## config.mk

```make
export PLATFORM = sky130hd
export DESIGN_NAME = ysyx_25020047_ifu
export DESIGN_NICKNAME = d
export VERILOG_FILES = /design/src/rtl/ysyx_25020047_ifu.sv
export SDC_FILE = /design/constraint.sdc
export NUM_CORES = 1
export LEC_CHECK = 0
export ABC_CLOCK_PERIOD_IN_PS = 7900
export BUFFER_PORTS_ARGS = -buffer_cell sky130_fd_sc_hd__clkbuf_2
export CAP_MARGIN = 15
export CORE_MARGIN = 2
export CORE_UTILIZATION = 53
export DETAILED_ROUTE_END_ITERATION = 6
export PLACE_DENSITY = 0.93
export SLEW_MARGIN = 20
export SYNTH_ARGS = -nofsm -noshare
export SYNTH_HDL_FRONTEND = slang
export SYNTH_SLANG_ARGS = --single-unit
```

## constraint.sdc

```tcl
create_clock -name clk -period 7.9 [get_ports clk]
set_clock_uncertainty 0.15 [all_clocks]
set_input_delay 0.395 -clock clk [delete_from_list [all_inputs] [get_ports clk]]
set_output_delay 0.395 -clock clk [all_outputs]
set_load 0.05 [all_outputs]
```

## src/rtl/ysyx_25020047_ifu.sv

```systemverilog
// ysyx_25020047_ifu: instruction fetch unit, one outstanding word fetch feeding a one-entry buffer toward decode
module ysyx_25020047_ifu #(
    parameter logic [31:0] RESET_PC = 32'h8000_0000
) (
    input  logic        clk,
    input  logic        rst,
    output logic        imem_req_valid,
    input  logic        imem_req_ready,
    output logic [31:0] imem_req_addr,
    input  logic        imem_resp_valid,
    input  logic [31:0] imem_resp_data,
    input  logic        imem_resp_err,
    output logic        inst_valid,
    input  logic        inst_ready,
    output logic [31:0] inst,
    output logic [31:0] inst_pc,
    output logic        fetch_fault,
    input  logic        redirect_valid,
    input  logic [31:0] redirect_pc
);
    typedef enum logic [1:0] {IDLE, REQ, WAIT, HOLD} state_t;

    state_t      state, state_n;
    logic [31:0] fetch_pc, fetch_pc_n, inst_n, inst_pc_n;
    logic        drop, drop_n, fault_n;
    logic        misaligned, req_fire;

    assign misaligned     = |fetch_pc[1:0];
    assign imem_req_valid = (state == REQ) && !misaligned;
    assign imem_req_addr  = fetch_pc;
    assign inst_valid     = (state == HOLD);
    assign req_fire       = imem_req_valid && imem_req_ready;

    // Next-state logic; a redirect overrides the normal transition and leaves a drop
    // marker only when a request is (or stays) in flight without its response.
    always_comb begin
        state_n    = state;
        fetch_pc_n = fetch_pc;
        drop_n     = drop;
        inst_n     = inst;
        inst_pc_n  = inst_pc;
        fault_n    = fetch_fault;
        case (state)
            IDLE: state_n = REQ;
            REQ: begin
                if (misaligned) begin
                    state_n    = HOLD;
                    inst_n     = 32'h0;
                    inst_pc_n  = fetch_pc;
                    fault_n    = 1'b1;
                    fetch_pc_n = fetch_pc + 32'd4;
                end else if (imem_req_ready) begin
                    state_n = WAIT;
                end
            end
            WAIT: begin
                if (imem_resp_valid) begin
                    drop_n = 1'b0;
                    if (drop) begin
                        state_n = REQ;
                    end else begin
                        state_n    = HOLD;
                        inst_n     = imem_resp_data;
                        inst_pc_n  = fetch_pc;
                        fault_n    = imem_resp_err;
                        fetch_pc_n = fetch_pc + 32'd4;
                    end
                end
            end
            HOLD: state_n = inst_ready ? REQ : HOLD;
            default: state_n = IDLE;
        endcase
        if (redirect_valid) begin
            fetch_pc_n = redirect_pc;
            state_n    = ((state == REQ && req_fire) || (state == WAIT && !imem_resp_valid)) ? WAIT : REQ;
            drop_n     = (state_n == WAIT);
        end
    end

    // State and buffer registers, cleared asynchronously.
    always_ff @(posedge clk or posedge rst) begin
        if (rst) begin
            state       <= IDLE;
            fetch_pc    <= RESET_PC;
            drop        <= 1'b0;
            inst        <= 32'h0;
            inst_pc     <= 32'h0;
            fetch_fault <= 1'b0;
        end else begin
            state       <= state_n;
            fetch_pc    <= fetch_pc_n;
            drop        <= drop_n;
            inst        <= inst_n;
            inst_pc     <= inst_pc_n;
            fetch_fault <= fault_n;
        end
    end
endmodule

```

==> impl_metrics.ini, run 1 <==
[global_route]
grt_use_total_pct = 25.1
grt_pass1_wl_um = 17700
grt_max_degree = 69
grt_pass1_vias = 3731
grt-ovfl-total = 0
grt_antenna_before_repair = 0

[finish]
nNetsFinal = 730
nFillCells = 647
fin_util_pct = 68.2
final_common_cell = nand2_1
regArea_mm2 = 0.00250
layout-drive-gt1-share_pct = 30.0
n_antenna_cell = 0
syn2layout_area_growth_pct = 24.9
most-common-layout-cells = 199 x nand2_1, 169 x clkbuf_2, 99 x dfrtp_1
final_cells = 768
multiInputGateArea_mm2 = 0.00184

[drt]
drt-total-wl_um = 11600
drt_pass1_iterations = 6
drt_iter0_drc = 210
drc = 0
ant_nets = 0
vias_per_cell = 5.39
via_count = 4140
wl_per_cell_um = 15.2

[yosys]
ys_async_sr_fraction_pct = 100
syn_inst = 502
synth_xor_area_share_pct = 5.10
muxShareOfSynthArea_pct = 0.729
seq_area_frac_synth_pct = 56.1
synth.distinct_cells = 37
synth.avg_cell_area_um2 = 8.89
synth_simple_gate_area_share_pct = 29.5
synth_nets = 574
synth_top_family_by_area = simple AND/OR/NAND/NOR gates
synth_compound_area_share_pct = 5.22
synth_fa_ha_area_share_pct = 0.280
synth_warnings = 0
syn_area_mm2 = 0.00446
yosys_register_bits = 100
synth_top_flop_cell = dfrtp_1
synth-edff-count = 0

[cts]
cts_resized = 0
numCtsBuffers = 9
clock-sinks = 100
post_cts_buffers = 0
cts.path.max_buffers = 2
worstSkewPairLatency_ns = 0.35
root_buffer = clkbuf_8
htree_levels = 3
path_clk_slew_ns = 0.10
cts_tree = built

[setup_path]
worst_setup_path_end_kind = flop
critical_path_peak_fanout = 40
reg2reg_to = imem_req_addr[31]
crit_required_ns = 8.03
r2r_slack_ns = 5.24
r2r_start = state[0]
critPathLaunchType = flop
worst-r2r-cell-count = 5
crit_arrival_ns = 2.79
crit_type = reg -> reg

[timing]
setup-tns-final_ns = 0
period_share_pct = 33.7
fin_crit_ns = 2.66
setup_violations = 0
max_slew_margin_pct = 43.7
hold_violations = 0
worst_slew_pin_slew_ns = 0.845
drv_slew = 0
fmax_mhz = 375
rsz0062_at_grt = no

[worst_hold_path]
holdPathEnd = imem_req_addr[10]
worst_hold_path.num_cells = 3
hp-class = in -> reg
worstHoldStart = redirect_pc[10]

[die]
fp.dieArea_mm2 = 0.00917
die_x_um = 95.8
io_pins = 170
start_util_pct = 54.6
core-area_mm2 = 0.00818
num_rows = 33
die_h_um = 95.8

[outcome]
run_status = finished clean

[power_and_ir_drop]
comb_power_share_pct = 37.2
vdd_drop_max_uv = 151
p_sw_share_pct = 45.2
p_leak_uw = 0.00295
pwr-share-clk_pct = 19.5
p_per_area_mw_per_mm2 = 273
p_switching_uw = 687
seq_power_share_pct = 43.3
intPower_uw = 834

[place]
io_buffers = 169
place_congestion = 0.853
post-place-cells = 750
hpwl_um = 8370

[job]
drv_cap = 0
synth_stat cells, types with 2 or more instances:
library cell / number / area share (%)
and3_1: 3 / 0.42
nand3_1: 41 / 4.6
o21ai_1: 3 / 0.34
mux2_2: 2 / 0.50
inv_1: 3 / 0.25
xnor2_1: 19 / 3.7
nor4b_1: 3 / 0.59
o21ai_0: 27 / 3.0
xor2_1: 7 / 1.4
and2_1: 2 / 0.28
a31oi_1: 2 / 0.28
nand4_1: 12 / 1.7
clkbuf_1: 22 / 1.9
nor3_1: 6 / 0.67
nor2_1: 10 / 0.84
nor4_1: 11 / 1.5
dfrtp_1: 99 / 56
or3_1: 2 / 0.28
nand2_1: 199 / 17
and4_1: 5 / 0.98
buf_2: 8 / 0.90
critical path, stage by stage, from the launching register on:
cell,delay (ns)
dfrtp_1,0.46
nand2b_4,0.20
o32a_2,0.60
or4_4,0.65
or3_1,0.35
a31oi_1,0.17
worst max-delay path by stage:
stage                             end       startpoint  slack (ns)  cells past startpoint
floorplan                        drop              rst        4.74                      1
global placement     imem_req_addr[6]  imem_resp_valid        5.19                      7
detailed placement   imem_req_addr[6]  imem_resp_valid        5.08                      7
CTS                  imem_req_addr[6]         state[0]        5.08                      6
global route        imem_req_addr[29]         state[0]        5.09                      5
finish              imem_req_addr[31]         state[0]        5.24                      5
layer usage:
layer | global-route usage [%] | vias to the layer above | part of all wire [%]
met5 | 0 | - | 0
met4 | 9.17 | 0 | 2.2
met3 | 6.66 | 27 | 9.3
met2 | 41.1 | 200 | 48
met1 | 32.4 | 1936 | 40
li1 | - | 1977 | -
timing repair:
action | in CTS | in global routing
endpoints found under the setup margin | 0 | 0
hold buffers | 1 | 0
hold endpoints to repair | 32 | 0
layout make-up:
class	instances	share of cell area, %
Clock buffer	11	2.54
Multi-Input combinational cell	368	33.0
Timing Repair Buffer	175	16.2
Inverter	4	0.314
Tap cell	105	2.36
Clock inverter	5	0.651
Sequential cell	100	44.9
state kept, by name (all words and copies together), names as in the netlist:
name / cells
inst_pc: 32
state: 2
inst: 32
fetch_fault: 1
drop: 1
imem_req_addr: 32
through the flow:
| stage | power [µW] | setup slack (ns) | hold slack, ns | instance area, µm² |
|---|---|---|---|---|
| after floorplan | 1080 | 4.74 | 0.353 | 4460 |
| after global placement | 1210 | 5.19 | 0.246 | 5360 |
| after detailed placement | 1230 | 5.08 | 0.260 | 5360 |
| after CTS | 1530 | 5.08 | 0.0782 | 5550 |
| after global routing | 1600 | 5.09 | 0.0883 | 5570 |
| final | 1520 | 5.24 | 0.0934 | 5570 |
power by group through the flow:
| stage | Combinational [µW] | Sequential [µW] | Clock (µW) |
|---|---|---|---|
| after floorplan | 152 | 925 | 0 |
| after global placement | 554 | 661 | 0 |
| after detailed placement | 565 | 667 | 0 |
| after CTS | 566 | 657 | 305 |
| after global routing | 601 | 668 | 328 |
| final | 566 | 658 | 297 |
logic make-up (layout without fill, tap and decap cells):
kind of cell	count (synthesis)	in the layout
and+or+nand+nor	298	298
DFF	100	100
AOI/OAI and AO/OA	40	40
buffers and inverters	34	195
xor gates and xnor gates	26	26
muxes	3	3
adders and majority gates	1	1
Power figures use the tool's default switching activity.
==> run 2: changes to the inputs <==
- ABC_CLOCK_PERIOD_IN_PS: 7900 -> 2400
- CORE_UTILIZATION: 53 -> 44
- PLACE_DENSITY: 0.93 -> 0.84
- clock period: 7.9 -> 2.4 ns (I/O delays scaled with it)
==> run 2 against run 1 <==
Effect of this change:
- critical path depth stayed put
- sequential power grew to 3.3 times the previous value
- routed wire length is 18% higher
- largest power group unchanged
- first-iteration DRC count up 85%
- core utilization fell by 2.2 points
- via count rose by 10%
- combinational power grew to 3.6 times the previous value
- non-clock buffer count rose by 79
- critical endpoint is now imem_req_addr[29]
- count of clock-buffer cells in the layout rose by 2
- final area increased by 16%
==> impl_metrics.ini, run 2 (synthesized netlist as in run 1, its figures left out) <==
[finish]
n_antenna_cell = 0
layout-drive-gt1-share_pct = 28.8
final_common_cell = nand2_1
fin_area_mm2 = 0.00647
syn2layout_area_growth_pct = 45.1
fin_util_pct = 65.9
most-common-layout-cells = 199 x nand2_1, 169 x clkbuf_2, 96 x dfrtp_1
nFillCells = 742
nNetsFinal = 809

[setup_path]
crit_type = reg -> reg
worst_setup_path_end_kind = flop
worst-r2r-cell-count = 5
crit_required_ns = 2.53
critical_path_peak_fanout = 6
crit_arrival_ns = 2.43
critPathLaunchType = flop

[die]
die_h_um = 105
io_pins = 170
core-area_mm2 = 0.00982
die_x_um = 105
fp.dieArea_mm2 = 0.0110
start_util_pct = 45.4
num_rows = 36

[global_route]
grt_antenna_before_repair = 0
grt_pass1_wl_um = 22400
grt_max_degree = 101
grt-ovfl-total = 0
grt_use_total_pct = 25.4
grt_pass1_vias = 4485

[drt]
via_count = 4552
wl_per_cell_um = 15.8
ant_nets = 0
drt-total-wl_um = 13800
drc = 0
drt_pass1_iterations = 5
drt_iter0_drc = 388
vias_per_cell = 5.20

[job]
drv_cap = 0

[place]
hpwl_um = 8340
post_dp_cell_area_mm2 = 0.00553
place_congestion = 0.808
io_buffers = 169

[cts]
htree_levels = 3
path_clk_slew_ns = 0.09
worstSkewPairLatency_ns = 0.36
clock-sinks = 100
numCtsBuffers = 9
post_cts_buffers = 0
root_buffer = clkbuf_8
cts_tree = built
cts.path.max_buffers = 2

[timing]
setup-tns-final_ns = 0
holdWs_ns = 0.0107
worst_slew_pin_slew_ns = 0.531
setup_violations = 0
fmax_mhz = 435
rsz0062_at_grt = no
hold_violations = 0
period_share_pct = 95.8
fin_crit_ns = 2.30
drv_slew = 0
max_slew_margin_pct = 64.6

[worst_hold_path]
hp-class = in -> reg
worst_hold_path.num_cells = 2

[outcome]
run_status = finished clean

[power_and_ir_drop]
finalPower_uw = 5410
vdd_drop_max_uv = 492
p_per_area_mw_per_mm2 = 836
p_leak_uw = 0.00332
## run 2: cell types whose count changed in the layout (fill, tap and decap cells not counted), moves of 2 or more
cell           previous run  this run
dlygate4sd3_1             1        70
buf_4                     4        12
buf_12                    0         3
dfrtp_1                  99        96
dfrtp_2                   0         3
bufinv_16                 0         2
clkbuf_8                 10        12
## run 2: timing repair
action                                 in CTS  in global routing
setup endpoints to repair                   0                  2
resized for setup                           0                  1
hold buffers                               70                  0
endpoints found under the hold margin     167                  0
## run 2: layout make-up
cell class | count | area (µm²) | area share (%)
inverter | 4 | 18.8 | 0.290
clock inverter | 3 | 67.6 | 1.04
timing repair buffer | 254 | 1700 | 26.2
tap | 133 | 166 | 2.57
clock buffer | 13 | 169 | 2.61
sequential | 100 | 2510 | 38.7
multi-input combinational | 368 | 1850 | 28.5
## run 2: path summary, 6_finish.rpt
kind,from,end,slack [ns]
hold reg to reg,inst_pc[28],inst_pc[28],0.33
max in group asynchronous,rst,imem_req_addr[31],1.40
min in group asynchronous,rst,inst_pc[0],0.29
hold / removal,redirect_valid,imem_req_addr[1],0.01
setup reg to reg,state[0],imem_req_addr[29],0.10
setup / recovery,state[0],imem_req_addr[29],0.10
## run 2: metal layers
metal	GRT usage (%)	vias up	part of all wire, %
li1	-	2132	-
met1	32.5	2165	40
met2	43.3	231	50
met3	5.43	24	7.8
met4	7.62	0	1.5
met5	0	-	0
## run 2: critical path, cell delays in order (launching register included)
cell	delay, ns
dfrtp_1	0.39
nand2b_4	0.18
o32a_2	0.38
or4_4	0.58
or3_1	0.38
a31oi_1	0.17
## run 2: power by group
part	leakage (µW)	internal, µW	switching (µW)	total [µW]
registers	0.00127	1940	210	2150
logic	0.00194	504	1520	2030
clock network	0.000116	674	559	1230
total	0.00332	3120	2290	5410
## run 2: metrics by stage
step	cells	setup slack, ns
finish	875	0.100
global route	875	0.00666
CTS	875	0.0167
detailed placement	789	0.0403
global placement	789	0.176
floorplan	502	0.000523
